**config.mk**
```make
export PLATFORM = sky130hd
export DESIGN_NAME = pipelined_cla_adder
export DESIGN_NICKNAME = d
export VERILOG_FILES = /design/src/rtl/pipelined_cla_adder_pkg.sv /design/src/rtl/pipelined_cla_adder_cla_segment.sv /design/src/rtl/pipelined_cla_adder.sv
export SDC_FILE = /design/constraint.sdc
export NUM_CORES = 1
export LEC_CHECK = 0
export ABC_AREA = 1
export BUFFER_PORTS_ARGS = -buffer_cell sky130_fd_sc_hd__buf_2
export CAP_MARGIN = 25
export CORE_AREA = 2 2 169 171
export DETAILED_ROUTE_END_ITERATION = 7
export DIE_AREA = 0 0 171 173
export HOLD_SLACK_MARGIN = 0.1
export PLACE_DENSITY = 0.91
export SYNTH_ARGS = -nofsm -noshare
export SYNTH_HDL_FRONTEND = slang
export SYNTH_SLANG_ARGS = --single-unit
```
**constraint.sdc**
```tcl
create_clock -name clk -period 30 [get_ports clk]
set_input_delay 9 -clock clk [delete_from_list [all_inputs] [get_ports clk]]
set_output_delay 9 -clock clk [all_outputs]
set_load 0.03 [all_outputs]
```
**src/rtl/pipelined_cla_adder_pkg.sv**
```systemverilog
// Shared definitions for the pipelined carry-lookahead adder.
//   GROUP_W      : width of one lookahead group inside a segment
//   CLA_SEG_W    : segment width for a given (WIDTH, STAGES)
//   CLA_LEGAL    : WIDTH must split into STAGES segments made of whole groups
//   cla_flags_t  : result flags produced by the last pipeline stage
`ifndef CLA_DEFS_SVH
`define CLA_DEFS_SVH
`define CLA_SEG_W(w, s) ((w) / (s))
`define CLA_LEGAL(w, s) (((s) >= 1) && (((w) % (4 * (s))) == 0))
`endif

package pipelined_cla_adder_pkg;
  localparam int GROUP_W = 4;

  typedef struct packed {
    logic ovf;
    logic zero;
  } cla_flags_t;
endpackage

```
**src/rtl/pipelined_cla_adder_cla_segment.sv**
```systemverilog
// cla_segment: combinational SEG-bit carry-lookahead adder.
// Built from 4-bit groups, each producing group generate/propagate,
// with a second lookahead level computing every group carry-in directly.
//   a, b   : SEG-bit operands (b already inverted by the caller for subtract)
//   cin    : carry into bit 0
//   sum    : SEG-bit sum
//   cout   : carry out of bit SEG-1
//   c_msb  : carry into bit SEG-1 (used for signed overflow)
module cla_segment
  import pipelined_cla_adder_pkg::*;
#(
  parameter int SEG = 16
) (
  input  logic [SEG-1:0] a,
  input  logic [SEG-1:0] b,
  input  logic           cin,
  output logic [SEG-1:0] sum,
  output logic           cout,
  output logic           c_msb
);
  localparam int NG = SEG / GROUP_W;

  logic [NG-1:0] grp_g;
  logic [NG-1:0] grp_p;
  logic [NG:0]   grp_c;

  genvar gi;
  generate
    for (gi = 0; gi < NG; gi++) begin : g_grp
      logic [GROUP_W-1:0] g;
      logic [GROUP_W-1:0] p;
      logic [GROUP_W-1:0] c;

      assign g = a[gi*GROUP_W +: GROUP_W] & b[gi*GROUP_W +: GROUP_W];
      assign p = a[gi*GROUP_W +: GROUP_W] ^ b[gi*GROUP_W +: GROUP_W];

      // Bit carries inside the group, fully expanded from the group carry-in.
      assign c[0] = grp_c[gi];
      assign c[1] = g[0] | (p[0] & c[0]);
      assign c[2] = g[1] | (p[1] & g[0]) | (p[1] & p[0] & c[0]);
      assign c[3] = g[2] | (p[2] & g[1]) | (p[2] & p[1] & g[0])
                  | (p[2] & p[1] & p[0] & c[0]);

      assign grp_g[gi] = g[3] | (p[3] & g[2]) | (p[3] & p[2] & g[1])
                       | (p[3] & p[2] & p[1] & g[0]);
      assign grp_p[gi] = &p;

      assign sum[gi*GROUP_W +: GROUP_W] = p ^ c;
    end
  endgenerate

  // Second lookahead level: carry into group j+1 is the OR over t<=j of
  // G[t] gated by the propagates above it, plus cin gated by all of them.
  always_comb begin
    logic acc;
    logic pp;
    grp_c    = '0;
    grp_c[0] = cin;
    for (int j = 0; j < NG; j++) begin
      acc = 1'b0;
      pp  = 1'b1;
      for (int t = j; t >= 0; t--) begin
        acc = acc | (pp & grp_g[t]);
        pp  = pp & grp_p[t];
      end
      grp_c[j+1] = acc | (pp & cin);
    end
  end

  assign cout  = grp_c[NG];
  assign c_msb = g_grp[NG-1].c[GROUP_W-1];
endmodule

```
**src/rtl/pipelined_cla_adder.sv**
```systemverilog
// pipelined_cla_adder: WIDTH-bit adder/subtractor split into STAGES segments,
// one segment added per pipeline stage with the carry registered in between.
//   clk, rst              : clock, asynchronous active-high reset
//   in_valid/in_ready     : operand handshake (in_a, in_b, in_cin, in_sub)
//   out_valid/out_ready   : result handshake
//   out_sum, out_cout     : result mod 2^WIDTH and carry out (subtract: 1 = no borrow)
//   out_ovf, out_zero     : signed overflow and zero-result flags
// Stage k stores its valid bit, the carry out of segment k, the low sum bits
// accumulated so far and the operand bits not yet consumed.
module pipelined_cla_adder
  import pipelined_cla_adder_pkg::*;
#(
  parameter int WIDTH  = 64,
  parameter int STAGES = 4
) (
  input  logic             clk,
  input  logic             rst,
  input  logic             in_valid,
  output logic             in_ready,
  input  logic [WIDTH-1:0] in_a,
  input  logic [WIDTH-1:0] in_b,
  input  logic             in_cin,
  input  logic             in_sub,
  output logic             out_valid,
  input  logic             out_ready,
  output logic [WIDTH-1:0] out_sum,
  output logic             out_cout,
  output logic             out_ovf,
  output logic             out_zero
);
  localparam int SEG = `CLA_SEG_W(WIDTH, STAGES);

  if (!`CLA_LEGAL(WIDTH, STAGES)) begin : g_illegal
    $error("pipelined_cla_adder: WIDTH must be a multiple of 4*STAGES");
  end

  cla_flags_t flags_reg;

  genvar gi;
  generate
    for (gi = 0; gi < STAGES; gi++) begin : g_stage
      logic                  valid_reg;
      logic                  carry_reg;
      logic [(gi+1)*SEG-1:0] sum_reg;
      logic                  load;
      logic                  src_valid;
      logic                  src_sub;
      logic                  src_cin;
      logic [SEG-1:0]        seg_a;
      logic [SEG-1:0]        seg_b;
      logic [SEG-1:0]        seg_sum;
      logic [(gi+1)*SEG-1:0] sum_in;
      logic                  seg_cout;
      logic                  seg_cmsb;

      if (gi == 0) begin : g_src
        assign src_valid = in_valid;
        assign src_sub   = in_sub;
        // Subtract forces carry-in to 1 (two's complement of B).
        assign src_cin   = in_sub | in_cin;
        assign seg_a     = in_a[SEG-1:0];
        assign seg_b     = in_b[SEG-1:0];
        assign sum_in    = seg_sum;
      end else begin : g_src
        assign src_valid = g_stage[gi-1].valid_reg;
        assign src_sub   = g_stage[gi-1].g_rem.sub_reg;
        assign src_cin   = g_stage[gi-1].carry_reg;
        assign seg_a     = g_stage[gi-1].g_rem.a_rem_reg[SEG-1:0];
        assign seg_b     = g_stage[gi-1].g_rem.b_rem_reg[SEG-1:0];
        assign sum_in    = {seg_sum, g_stage[gi-1].sum_reg};
      end

      cla_segment #(.SEG(SEG)) u_seg (
        .a    (seg_a),
        .b    (seg_b ^ {SEG{src_sub}}),
        .cin  (src_cin),
        .sum  (seg_sum),
        .cout (seg_cout),
        .c_msb(seg_cmsb)
      );

      // A stage may take new contents when it is empty or its contents leave;
      // this chain runs combinationally from out_ready back to in_ready.
      if (gi == STAGES - 1) begin : g_load
        assign load = !valid_reg | out_ready;
      end else begin : g_load
        assign load = !valid_reg | g_stage[gi+1].load;
      end

      always_ff @(posedge clk or posedge rst) begin
        if (rst) begin
          valid_reg <= 1'b0;
          carry_reg <= 1'b0;
          sum_reg   <= '0;
        end else if (load) begin
          valid_reg <= src_valid;
          if (src_valid) begin
            carry_reg <= seg_cout;
            sum_reg   <= sum_in;
          end
        end
      end

      if (gi < STAGES - 1) begin : g_rem
        localparam int REM_W = WIDTH - (gi + 1) * SEG;
        logic [REM_W-1:0] a_rem_reg;
        logic [REM_W-1:0] b_rem_reg;
        logic [REM_W-1:0] a_rem_in;
        logic [REM_W-1:0] b_rem_in;
        logic             sub_reg;
        logic             unused_cmsb;

        // Only the final segment's carry-into-MSB matters for overflow.
        assign unused_cmsb = seg_cmsb;

        if (gi == 0) begin : g_in
          assign a_rem_in = in_a[WIDTH-1:SEG];
          assign b_rem_in = in_b[WIDTH-1:SEG];
        end else begin : g_in
          assign a_rem_in = g_stage[gi-1].g_rem.a_rem_reg[REM_W+SEG-1:SEG];
          assign b_rem_in = g_stage[gi-1].g_rem.b_rem_reg[REM_W+SEG-1:SEG];
        end

        always_ff @(posedge clk or posedge rst) begin
          if (rst) begin
            a_rem_reg <= '0;
            b_rem_reg <= '0;
            sub_reg   <= 1'b0;
          end else if (load && src_valid) begin
            a_rem_reg <= a_rem_in;
            b_rem_reg <= b_rem_in;
            sub_reg   <= src_sub;
          end
        end
      end else begin : g_tail
        always_ff @(posedge clk or posedge rst) begin
          if (rst) begin
            flags_reg.ovf  <= 1'b0;
            flags_reg.zero <= 1'b0;
          end else if (load && src_valid) begin
            flags_reg.ovf  <= seg_cout ^ seg_cmsb;
            flags_reg.zero <= (sum_in == '0);
          end
        end
      end
    end
  endgenerate

  assign in_ready  = g_stage[0].load;
  assign out_valid = g_stage[STAGES-1].valid_reg;
  assign out_sum   = g_stage[STAGES-1].sum_reg;
  assign out_cout  = g_stage[STAGES-1].carry_reg;
  assign out_ovf   = flags_reg.ovf;
  assign out_zero  = flags_reg.zero;
endmodule

```
# --- Word-level counts from Yosys, hierarchy flattened ---
# Index checks and enable logic that the tools add are counted.
op_classes:
  bitwise: 530
  n_reduce_logical: 29
ops:
  columns: ["op", "n"]
  rows:
  - ["$and A1 B1 Y1", 288]
  - ["$or A1 B1 Y1", 189]
  - ["$xor A4 B4 Y4", 32]
  - ["$and A4 B4 Y4", 16]
  - ["$logic_not A64 Y1", 1]
  - ["$reduce_and A4 Y1", 16]
  - ["$xor A16 B16 Y16", 4]
  - ["$reduce_and A2 Y1", 4]
  - ["$logic_and A1 B1 Y1", 4]
  - ["$logic_not A1 Y1", 4]
  - ["$xor A1 B1 Y1", 1]
word_totals:
  wordCells: 582
  ff_bits: 365
  in_bits: 134
  out_inout_bits: 69

# --- Longest topological paths before layout ---
# Gate-level depths: netlist of run 1.
logic_depth:
  ltp_word: 14
  ltp_mapped: 24
  ltp_nobuf: 22

# --- Cells and area by module ---
# Synthesis of run 1 repeated with hierarchy kept, for this count alone.
hier_totals:
  hier_cells: 2013
  hier_area_um2: 17705.7
modules_own_cells:
  columns: ["mod", "instances", "cells_each", "area_each_um2", "seq_area_each_um2"]
  rows:
  - ["pipelined_cla_adder", 1, 1525, 14652.8, 9133.8]
  - ["cla_segment", 4, 122, 763.2, 0.0]

# --- Worst setup path after synthesis of run 1 ---
# No wires, ideal clock.
synth_timing:
  path_type: "input -> output"
  from: "in out_ready"
  to: "out in_ready"
  cell_stages: 8
  path_buffers: 0
  t_arrival_ns: 9.679
  required_time_ns: 21.000
  path_slack_ns: 11.321
  cell_sequence: "nor2_2 inv_1 nor2_2 inv_2 nor2_2 inv_2 nor2_4 inv_1"
synth_via:
  elab_chain_cells: 4
synth_lines:
  columns: ["element", "line_no", "rtl"]
  rows:
  - ["start, declared", "pipelined_cla_adder.sv:25", "input logic out_ready,"]
  - ["$or A1 B1 Y1", "pipelined_cla_adder.sv:85", "assign load = !valid_reg | out_ready;"]
  - ["$or A1 B1 Y1 (3 in series)", "pipelined_cla_adder.sv:87", "assign load = !valid_reg | g_stage[gi+1].load;"]
  - ["end, declared", "pipelined_cla_adder.sv:19", "output logic in_ready,"]
# Every way passes these cells.

# --- Worst setup path after layout of run 1 ---
# Ends and elaborated chain as after synthesis.

==> flow_summary_export.csv, run 1 <==
group,metric,value,unit
timing,setup_tns,0,ns
routing,via_count,14200,
setup_path,worst-path-max-fanout,3,
placement,portBuffers,202,
cells_and_area,n_fill_cell,1961,
cells_and_area,drive_above_1_share,13.1,%
clock_network,cts_sinks,365,
setup_path,cp_slowest_cell,"buf_2",
floorplan,fp.coreArea,0.0276,mm²
setup_path,worstPathCellList,"buf_2 > nor2_2 > inv_1 > nor2_2 > inv_2 > nor2_2 > inv_2 > nor2_4 > inv_1 > buf_2",
timing,setup_slack,10.95,ns
yosys,synthesis.area,0.0173,mm²
clock_network,clk_latency,0.52,ns
timing,fmax,0.0525,GHz
placement,post-dp-hpwl,26.0,mm
yosys,synthArstFlopShare,100,%
yosys,yosys_warnings,0,
global_routing,grt_pass1_wl,66.0,mm
floorplan,design.portCount,203,
global_routing,grt_pass1_vias,14200,
yosys,synthTopCellsByCount,"nand2_1, dfrtp_1, inv_1",
global_routing,track_usage,27.2,%
routing,routed_wl,39.2,mm
global_routing,gr-usage-met2,46.3,%
setup_path,crit_top_cell,"nor2_2",
power_and_ir_drop,swShare,38.4,%
routing,ant_nets,0,
timing,hold_violations,0,
routing,drt-pass1-iter-count,5,
routing,routed_via_density,5.37,
power_and_ir_drop,power.density,95.7,mW/mm²
yosys,netlist_instances,2059,
setup_path,crit_path_end_kind,"output port",
global_routing,antenna_found_initial,3,
setup_path,reg2reg_depth,22,
global_routing,grt-busiest-layer,"met2",
timing,fin_worst_skew,0.0186,ns
timing,drv_slew,0,
placement,gp_congestion,0.884,
timing,fin_crit_sh,63.5,%
clock_network,clkTransAtPathRegs,0.06,ns
setup_path,critPathTopFamily,"buffers and inverters",
yosys,yosysMostFrequentCell,"nand2_1",
min_path,hp-start,"g_stage[0].g_rem.a_rem_reg[31]",
floorplan,initial_core_util,62.7,%
clock_network,cts_buffers,37,
setup_path,crit_buf_inv,6,
yosys,syn-num-nets,2273,
global_routing,grt_max_degree,132,
clock_network,cts_setup_buffers,0,
cells_and_area,area_growth,14.8,%
clock_network,clk_path_buf_depth,3,
setup_path,slowest_delay,0.18,ns
power_and_ir_drop,internal_power,1.17,mW
flow_run,cap_violations,0,
yosys,synth-seq-cells,365,
setup_path,critPathKind,"in -> out",
clock_network,htree_levels,2,
routing,route.detailed.drc,0,
global_routing,grt_use_met3,3.69,%
routing,drt_iter0_drc,981,
yosys,synth_cell_types,38,
yosys,synthFlopType,"dfrtp_1",
setup_path,r2r-end,"out_zero",
yosys,yosys.area.top_type,"dfrtp_1",
setup_path,timing.rr.start,"g_stage[2].g_rem.sub_reg",
global_routing,grt_overflow_total,0,
yosys,seq_area_frac_synth,52.7,%
floorplan,die_area,0.0296,mm²
min_path,hold_path.class,"reg -> reg",
setup_path,r2r_slack,26.07,ns
setup_path,startpoint_type,"input pin",
floorplan,die_h,173,µm
power_and_ir_drop,irDropWorstVdd,0.0737,mV
timing,setup_viol,0,
floorplan,fp.dieW,171,µm
status,status,"completed",
clock_network,cts-root-buf,"clkbuf_16",
yosys,synth-edff-count,0,
yosys,yosysTopAreaCellShare,52.7,%
clock_network,ctsHoldBuffers,0,
cells_and_area,nets,2445,
min_path,hold_end,"g_stage[1].g_rem.a_rem_reg[15]",
global_routing,gr-usage-met1,34.7,%
power_and_ir_drop,power_frac_clock,25.6,%
placement,preCtsSetupSlack,10.96,ns
power_and_ir_drop,leakage,11.0,nW
clock_network,tritoncts,"built",
timing,min_period,19.05,ns
floorplan,row_count,61,
timing,slew_headroom,31.2,%
setup_path,worst-endpoint-arrival,10.05,ns
power_and_ir_drop,comb_power_share,35.8,%
yosys,ys_top_cells_by_area,"dfrtp_1, nand2_1, ha_1",
setup_path,cp.required,21.00,ns
timing,grt_setup_unrepaired,"false",
power_and_ir_drop,p_sw,0.732,mW
timing,tightest_slew,1.03,ns
routing,post_drt_wl_per_cell,14.8,µm
yosys,avgSynthCellArea,8.42,µm²
power_and_ir_drop,pwr-share-seq,38.6,%
clock_network,post_cts_resized,0,
min_path,hold_depth,2,
-- metrics by stage --
| step | hold slack (ns) | util, % | cell area (µm²) | cells | total power [mW] |
|---|---|---|---|---|---|
| 5_1_grt | 0.480 | 72.1 | 19900 | 2640 | 2.04 |
| 3_3_place_gp | 0.449 | 67.0 | 18500 | 2567 | 1.36 |
| 4_1_cts | 0.464 | 71.8 | 19800 | 2634 | 1.91 |
| 6_report | 0.460 | 72.1 | 19900 | 2640 | 1.90 |
| 2_1_floorplan | 0.442 | - | 17300 | 2059 | 1.22 |
| 3_5_place_dp | 0.453 | 67.0 | 18500 | 2567 | 1.41 |
-- worst min-delay path: stages (launching register included) --
cell and delay [ns]:
dfrtp_1 0.34, nand2_1 0.05, nand2_1 0.04
-- cell usage in the layout, fill, tap and decap left out, types with 29 or more instances in the layout --
| cell | count |
|---|---|
| buf_2 | 202 |
| o21ai_0 | 153 |
| dfrtp_1 | 365 |
| ha_1 | 64 |
| clkbuf_16 | 39 |
| nand3_1 | 50 |
| nor2_1 | 49 |
| inv_1 | 172 |
| a21oi_1 | 29 |
| nand2_1 | 914 |
| xor2_1 | 58 |
-- area by class of cell --
cell class,count,area [µm²],area share [%]
Clock buffer,50,1060,5.31
Timing Repair Buffer,217,1180,5.91
Sequential cell,365,9130,45.9
Clock inverter,17,246,1.24
Tap cell,378,473,2.38
Antenna cell,3,7.51,0.0377
Inverter,179,682,3.43
Multi-Input combinational cell,1431,7130,35.8
-- power by group through the flow --
stage / Clock [mW] / Combinational (mW) / Sequential [mW]
5_1_grt: 0.516 / 0.769 / 0.751
2_1_floorplan: 0 / 0.426 / 0.792
3_3_place_gp: 0 / 0.628 / 0.732
3_5_place_dp: 0 / 0.669 / 0.738
4_1_cts: 0.496 / 0.679 / 0.732
6_report: 0.488 / 0.682 / 0.734
-- how the worst max path moves through the flow --
stage	startpoint	end	cells past startpoint	slack, ns
after floorplan	rst	g_stage[0].carry_reg	1	10.87
after global placement	out_ready	in_ready	10	10.94
after detailed placement	out_ready	in_ready	10	10.96
after CTS	out_ready	in_ready	10	10.95
after global routing	out_ready	in_ready	10	10.88
final	out_ready	in_ready	10	10.95
-- cell families after synthesis --
logic type | after synthesis | share of synthesized area, %
adder cells (fa/ha/maj) | 80 | 6.47
buffers and inverters | 263 | 6.21
XOR/XNOR | 81 | 4.09
flip-flops | 365 | 52.7
AND/OR/NAND/NOR | 1063 | 24.3
AO/OA/AOI/OAI | 207 | 6.25
-- per-layer routing --
| layer | wire length (µm) | vias up | part of all wire [%] |
|---|---|---|---|
| li1 | - | 6762 | - |
| met4 | 1820 | 0 | 4.6 |
| met3 | 2130 | 148 | 5.4 |
| met5 | 0 | - | 0 |
| met2 | 19400 | 526 | 49 |
| met1 | 15900 | 6740 | 40 |
Power figures use the tool's default switching activity.
==> run 2: changes to the inputs <==
--- a/config.mk
+++ b/config.mk
@@ -8,11 +8,11 @@
 export ABC_AREA = 1
 export BUFFER_PORTS_ARGS = -buffer_cell sky130_fd_sc_hd__buf_2
 export CAP_MARGIN = 25
-export CORE_AREA = 2 2 169 171
+export CORE_AREA = 2 2 175 177
 export DETAILED_ROUTE_END_ITERATION = 7
-export DIE_AREA = 0 0 171 173
+export DIE_AREA = 0 0 177 179
 export HOLD_SLACK_MARGIN = 0.1
-export PLACE_DENSITY = 0.91
+export PLACE_DENSITY = 0.86
 export SYNTH_ARGS = -nofsm -noshare
 export SYNTH_HDL_FRONTEND = slang
 export SYNTH_SLANG_ARGS = --single-unit
==> constraint.sdc (replaced) <==
create_clock -name clk -period 17.69 [get_ports clk]
set_input_delay 5.307 -clock clk [delete_from_list [all_inputs] [get_ports clk]]
set_output_delay 5.307 -clock clk [all_outputs]
set_load 0.03 [all_outputs]
==> flow_summary_export.csv, run 2 (same netlist as run 1, synthesis figures left out) <==
group,metric,value,unit
flow_run,cap_violations,0,
global_routing,grt_pass1_wl,64.1,mm
timing,tightest_slew,1.02,ns
global_routing,track_usage,25.0,%
timing,whs,0.465,ns
global_routing,gr-usage-met2,43.7,%
global_routing,grt_overflow_total,0,
clock_network,clk_latency,0.50,ns
floorplan,die_h,179,µm
clock_network,ctsHoldBuffers,0,
cells_and_area,final_common_cell,"nand2_1",
routing,ant_nets,0,
setup_path,cp_slowest_cell,"buf_2",
cells_and_area,area_growth,14.7,%
setup_path,worstPathCellList,"buf_2 > nor2_2 > inv_1 > nor2_2 > inv_2 > nor2_2 > inv_2 > nor2_4 > inv_1 > buf_2",
clock_network,clk_path_buf_depth,3,
setup_path,crit_path_end_kind,"output port",
clock_network,cts-root-buf,"clkbuf_16",
placement,gp_congestion,0.892,
timing,fin_worst_skew,0.0127,ns
routing,route.detailed.drc,0,
setup_path,slowest_delay,0.18,ns
setup_path,cp.depth,10,
clock_network,cts_buffers,37,
floorplan,fp.dieW,177,µm
global_routing,gr-usage-met1,31.4,%
global_routing,grt_use_met3,3.24,%
floorplan,fp.coreArea,0.0300,mm²
setup_path,worst-endpoint-arrival,6.44,ns
cells_and_area,n_fill_cell,2300,
clock_network,htree_levels,2,
cells_and_area,drive_above_1_share,12.8,%
timing,fmax,0.0851,GHz
cells_and_area,nets,2443,
routing,drt_iter0_drc,1177,
clock_network,cts_sinks,365,
cells_and_area,utilization,66.2,%
setup_path,crit_top_cell,"nor2_2",
placement,portBuffers,202,
timing,fin_crit_sh,66.4,%
timing,setup_viol,0,
placement,preCtsSetupSlack,6.01,ns
floorplan,initial_core_util,57.7,%
routing,routed_via_density,5.22,
routing,drt-pass1-iter-count,5,
setup_path,cp.required,12.38,ns
global_routing,grt_max_degree,135,
timing,drv_slew,0,
global_routing,antenna_found_initial,2,
setup_path,crit_buf_inv,6,
min_path,hold_depth,2,
timing,min_period,11.75,ns
floorplan,row_count,64,
status,status,"completed",
timing,grt_setup_unrepaired,"false",
timing,setup_tns,0,ns
timing,setup_slack,5.94,ns
floorplan,die_area,0.0317,mm²
clock_network,cts_setup_buffers,0,
power_and_ir_drop,total_power,3.21,mW
clock_network,post_cts_resized,0,
cells_and_area,final_cell_mix,"nand2_1, dfrtp_1, buf_2",
clock_network,clkTransAtPathRegs,0.06,ns
clock_network,tritoncts,"built",
setup_path,reg2reg_depth,22,
floorplan,design.portCount,203,
setup_path,critPathKind,"in -> out",
setup_path,worst-path-max-fanout,3,
routing,routed_wl,38.7,mm
setup_path,critPathTopFamily,"buffers and inverters",
timing,hold_violations,0,
min_path,hold_path.class,"reg -> reg",
placement,post-dp-hpwl,26.1,mm
routing,via_count,13800,
power_and_ir_drop,leakage,11.0,nW
global_routing,grt_pass1_vias,13800,
setup_path,startpoint_type,"input pin",
routing,post_drt_wl_per_cell,14.6,µm
power_and_ir_drop,irDropWorstVdd,0.0876,mV
power_and_ir_drop,power.density,162,mW/mm²
global_routing,grt-busiest-layer,"met2",
timing,slew_headroom,31.9,%
==> run 2: cell types whose count changed in the layout (fill, tap and decap cells not counted) <==
cell	before	now
clkbuf_8	4	8
clkinv_2	9	6
clkbuf_16	39	37
buf_12	1	0
buf_4	12	11
clkbuf_1	7	8
clkinvlp_4	3	2
diode_2	3	2
inv_2	4	3
inv_6	1	0
==> run 2: through the flow <==
stage               instances  instance area [µm²]
global placement         2584                18500
floorplan                2059                17300
global route             2652                19900
CTS                      2648                19800
finish                   2652                19900
detailed placement       2584                18500
==> run 2: layer usage <==
layer | up-vias | share of wire (%)
met5 | - | 0
li1 | 6736 | -
met3 | 99 | 4.7
met2 | 373 | 50
met1 | 6632 | 42
met4 | 0 | 3.9
==> run 2: final timing paths <==
kind                       slack, ns                           start                        endpoint
hold / removal                  0.46  g_stage[0].g_rem.a_rem_reg[47]  g_stage[1].g_rem.a_rem_reg[31]
min in group asynchronous       4.99                             rst           g_stage[1].sum_reg[7]
hold reg to reg                 0.46  g_stage[0].g_rem.a_rem_reg[47]  g_stage[1].g_rem.a_rem_reg[31]
setup / recovery                5.94                       out_ready                        in_ready
max in group asynchronous      10.72                             rst   g_stage[1].g_rem.b_rem_reg[9]
setup reg to reg               13.87        g_stage[2].g_rem.sub_reg                        out_zero
==> run 2: power by group <==
part / switching, mW / internal, mW
clock network: 0.314 / 0.506
registers: 0.155 / 1.09
logic: 0.757 / 0.392
total: 1.23 / 1.98
==> run 2: layout make-up <==
class	count	area, µm²	share of cell area [%]
multi-input cells	1431	7130	35.9
flip-flops and latches	365	9130	46.0
well taps	396	495	2.49
repair buffers	215	1150	5.78
diodes	2	5.00	0.0252
inverters	179	683	3.44
clock inverters	11	210	1.06
clock buffers	53	1070	5.36
==> run 2: worst min-delay path: cells and delay by family, from the launching register on <==
kind | cells | cell delay, ns
simple gates | 2 | 0.10
flops | 1 | 0.34
==> run 3: changes to the inputs <==
--- a/config.mk
+++ b/config.mk
@@ -8,11 +8,11 @@
 export ABC_AREA = 1
 export BUFFER_PORTS_ARGS = -buffer_cell sky130_fd_sc_hd__buf_2
 export CAP_MARGIN = 25
-export CORE_AREA = 2 2 175 177
+export CORE_AREA = 2 2 184 186
 export DETAILED_ROUTE_END_ITERATION = 7
-export DIE_AREA = 0 0 177 179
+export DIE_AREA = 0 0 186 188
 export HOLD_SLACK_MARGIN = 0.1
-export PLACE_DENSITY = 0.86
+export PLACE_DENSITY = 0.82
 export SYNTH_ARGS = -nofsm -noshare
 export SYNTH_HDL_FRONTEND = slang
 export SYNTH_SLANG_ARGS = --single-unit
==> constraint.sdc (replaced) <==
create_clock -name clk -period 10.55 [get_ports clk]
set_input_delay 3.165 -clock clk [delete_from_list [all_inputs] [get_ports clk]]
set_output_delay 3.165 -clock clk [all_outputs]
set_load 0.03 [all_outputs]
==> flow_summary_export.csv, run 3 (same netlist as run 1, synthesis figures left out) <==
group,metric,value,unit
routing,routed_via_density,5.03,
global_routing,grt_overflow_total,0,
floorplan,die_area,0.0350,mm²
clock_network,clkTransAtPathRegs,0.06,ns
setup_path,slowest_delay,0.19,ns
cells_and_area,drive_above_1_share,13.0,%
placement,post-dp-hpwl,25.9,mm
timing,slew_headroom,36.1,%
setup_path,crit_path_end_kind,"output port",
floorplan,fp.coreArea,0.0331,mm²
routing,routed_wl,37.5,mm
setup_path,worstPathCellList,"buf_2 > nor2_2 > inv_1 > nor2_2 > inv_2 > nor2_2 > inv_2 > nor2_4 > inv_1 > buf_2",
clock_network,cts_buffers,39,
timing,fin_crit_sh,70.1,%
routing,ant_nets,0,
cells_and_area,final_cell_mix,"nand2_1, dfrtp_1, buf_2",
timing,setup_slack,3.16,ns
timing,setup_viol,0,
floorplan,die_h,188,µm
timing,fin_worst_skew,0.0108,ns
clock_network,cts-root-buf,"clkbuf_16",
timing,setup_tns,0,ns
global_routing,grt_pass1_vias,13700,
floorplan,design.portCount,203,
placement,placed_cell_area,0.0186,mm²
timing,min_period,7.39,ns
setup_path,critPathKind,"in -> out",
setup_path,crit_top_cell,"nor2_2",
cells_and_area,antennaDiodeCount,0,
power_and_ir_drop,power.density,267,mW/mm²
timing,hold_violations,0,
setup_path,startpoint_type,"input pin",
flow_run,cap_violations,0,
placement,preCtsSetupSlack,3.17,ns
clock_network,clk_latency,0.51,ns
routing,route.detailed.drc,0,
power_and_ir_drop,total_power,5.32,mW
clock_network,ctsHoldBuffers,0,
placement,gp_congestion,0.883,
status,status,"completed",
routing,post_drt_wl_per_cell,13.8,µm
clock_network,htree_levels,2,
clock_network,cts_sinks,365,
cells_and_area,utilization,60.2,%
timing,grt_setup_unrepaired,"false",
min_path,hold_path.class,"reg -> reg",
placement,portBuffers,202,
routing,drt_iter0_drc,839,
cells_and_area,area_growth,15.0,%
setup_path,worst-endpoint-arrival,4.23,ns
global_routing,antenna_found_initial,0,
global_routing,grt_max_degree,184,
floorplan,fp.dieW,186,µm
timing,tightest_slew,0.958,ns
setup_path,cp.required,7.39,ns
floorplan,row_count,67,
cells_and_area,final_common_cell,"nand2_1",
clock_network,clk_path_buf_depth,3,
timing,drv_slew,0,
routing,via_count,13600,
clock_network,post_cts_resized,0,
cells_and_area,final_cell_area,0.0199,mm²
cells_and_area,nets,2445,
power_and_ir_drop,leakage,11.0,nW
power_and_ir_drop,irDropWorstVdd,0.164,mV
global_routing,grt_pass1_wl,63.7,mm
timing,fmax,0.135,GHz
setup_path,worst-path-max-fanout,3,
global_routing,track_usage,22.2,%
routing,drt-pass1-iter-count,5,
clock_network,tritoncts,"built",
floorplan,initial_core_util,52.3,%
clock_network,cts_setup_buffers,0,
setup_path,cp_slowest_cell,"buf_2",
## run 3: changes by cell type in the layout (fill, tap and decap cells not counted), sizes merged
| cell | previous run | this run |
|---|---|---|
| inv | 176 | 177 |
| clkbuf | 53 | 60 |
| clkinv | 6 | 7 |
| diode | 2 | 0 |
| bufinv | 6 | 1 |
## run 3: where the power goes
group / internal [mW] / switching [mW] / total [mW]
Clock: 0.812 / 0.534 / 1.35
Sequential: 1.82 / 0.265 / 2.09
Combinational: 0.654 / 1.24 / 1.89
## run 3: worst max-delay path: cells and delay by family
kind / cells / cell delay, ns
buffers and inverters: 6 / 0.59
AND/OR/NAND/NOR: 4 / 0.47
## run 3: cell type report
type | instances | area (µm²)
flip-flops and latches | 365 | 9130
fillers | 2836 | 13200
inverters | 179 | 679
multi-input cells | 1431 | 7130
repair buffers | 215 | 1140
clock buffers | 60 | 1210
clock inverters | 8 | 75.1
well taps | 448 | 561
## run 3: stage by stage
| stage | std cells | hold slack (ns) |
|---|---|---|
| final | 2706 | 0.462 |
| after global routing | 2706 | 0.479 |
| after CTS | 2705 | 0.464 |
| after detailed placement | 2637 | 0.454 |
| after global placement | 2637 | 0.450 |
| after floorplan | 2059 | 0.442 |
## run 3: layer usage
layer  track usage (%)  routed length (µm)  vias up
li1                  -                   -     6739
met1              29.1               16500     6495
met2              38.0               18200      307
met3              3.34                1630       81
met4              6.78                1110        0
met5                 0                   0        -
## run 3: worst paths after layout
kind                                           startpoint                              to  slack (ns)  depth (start not counted)
max reg2reg                      g_stage[2].g_rem.sub_reg                        out_zero        6.55                         22
min                        g_stage[0].g_rem.b_rem_reg[46]  g_stage[1].g_rem.b_rem_reg[30]        0.46                          2
max in group asynchronous                             rst  g_stage[0].g_rem.b_rem_reg[25]        6.34                          3
min reg2reg                g_stage[0].g_rem.b_rem_reg[46]  g_stage[1].g_rem.b_rem_reg[30]        0.46                          2
max                                             out_ready                        in_ready        3.16                         10
min in group asynchronous                             rst                      out_sum[9]        2.80                          2
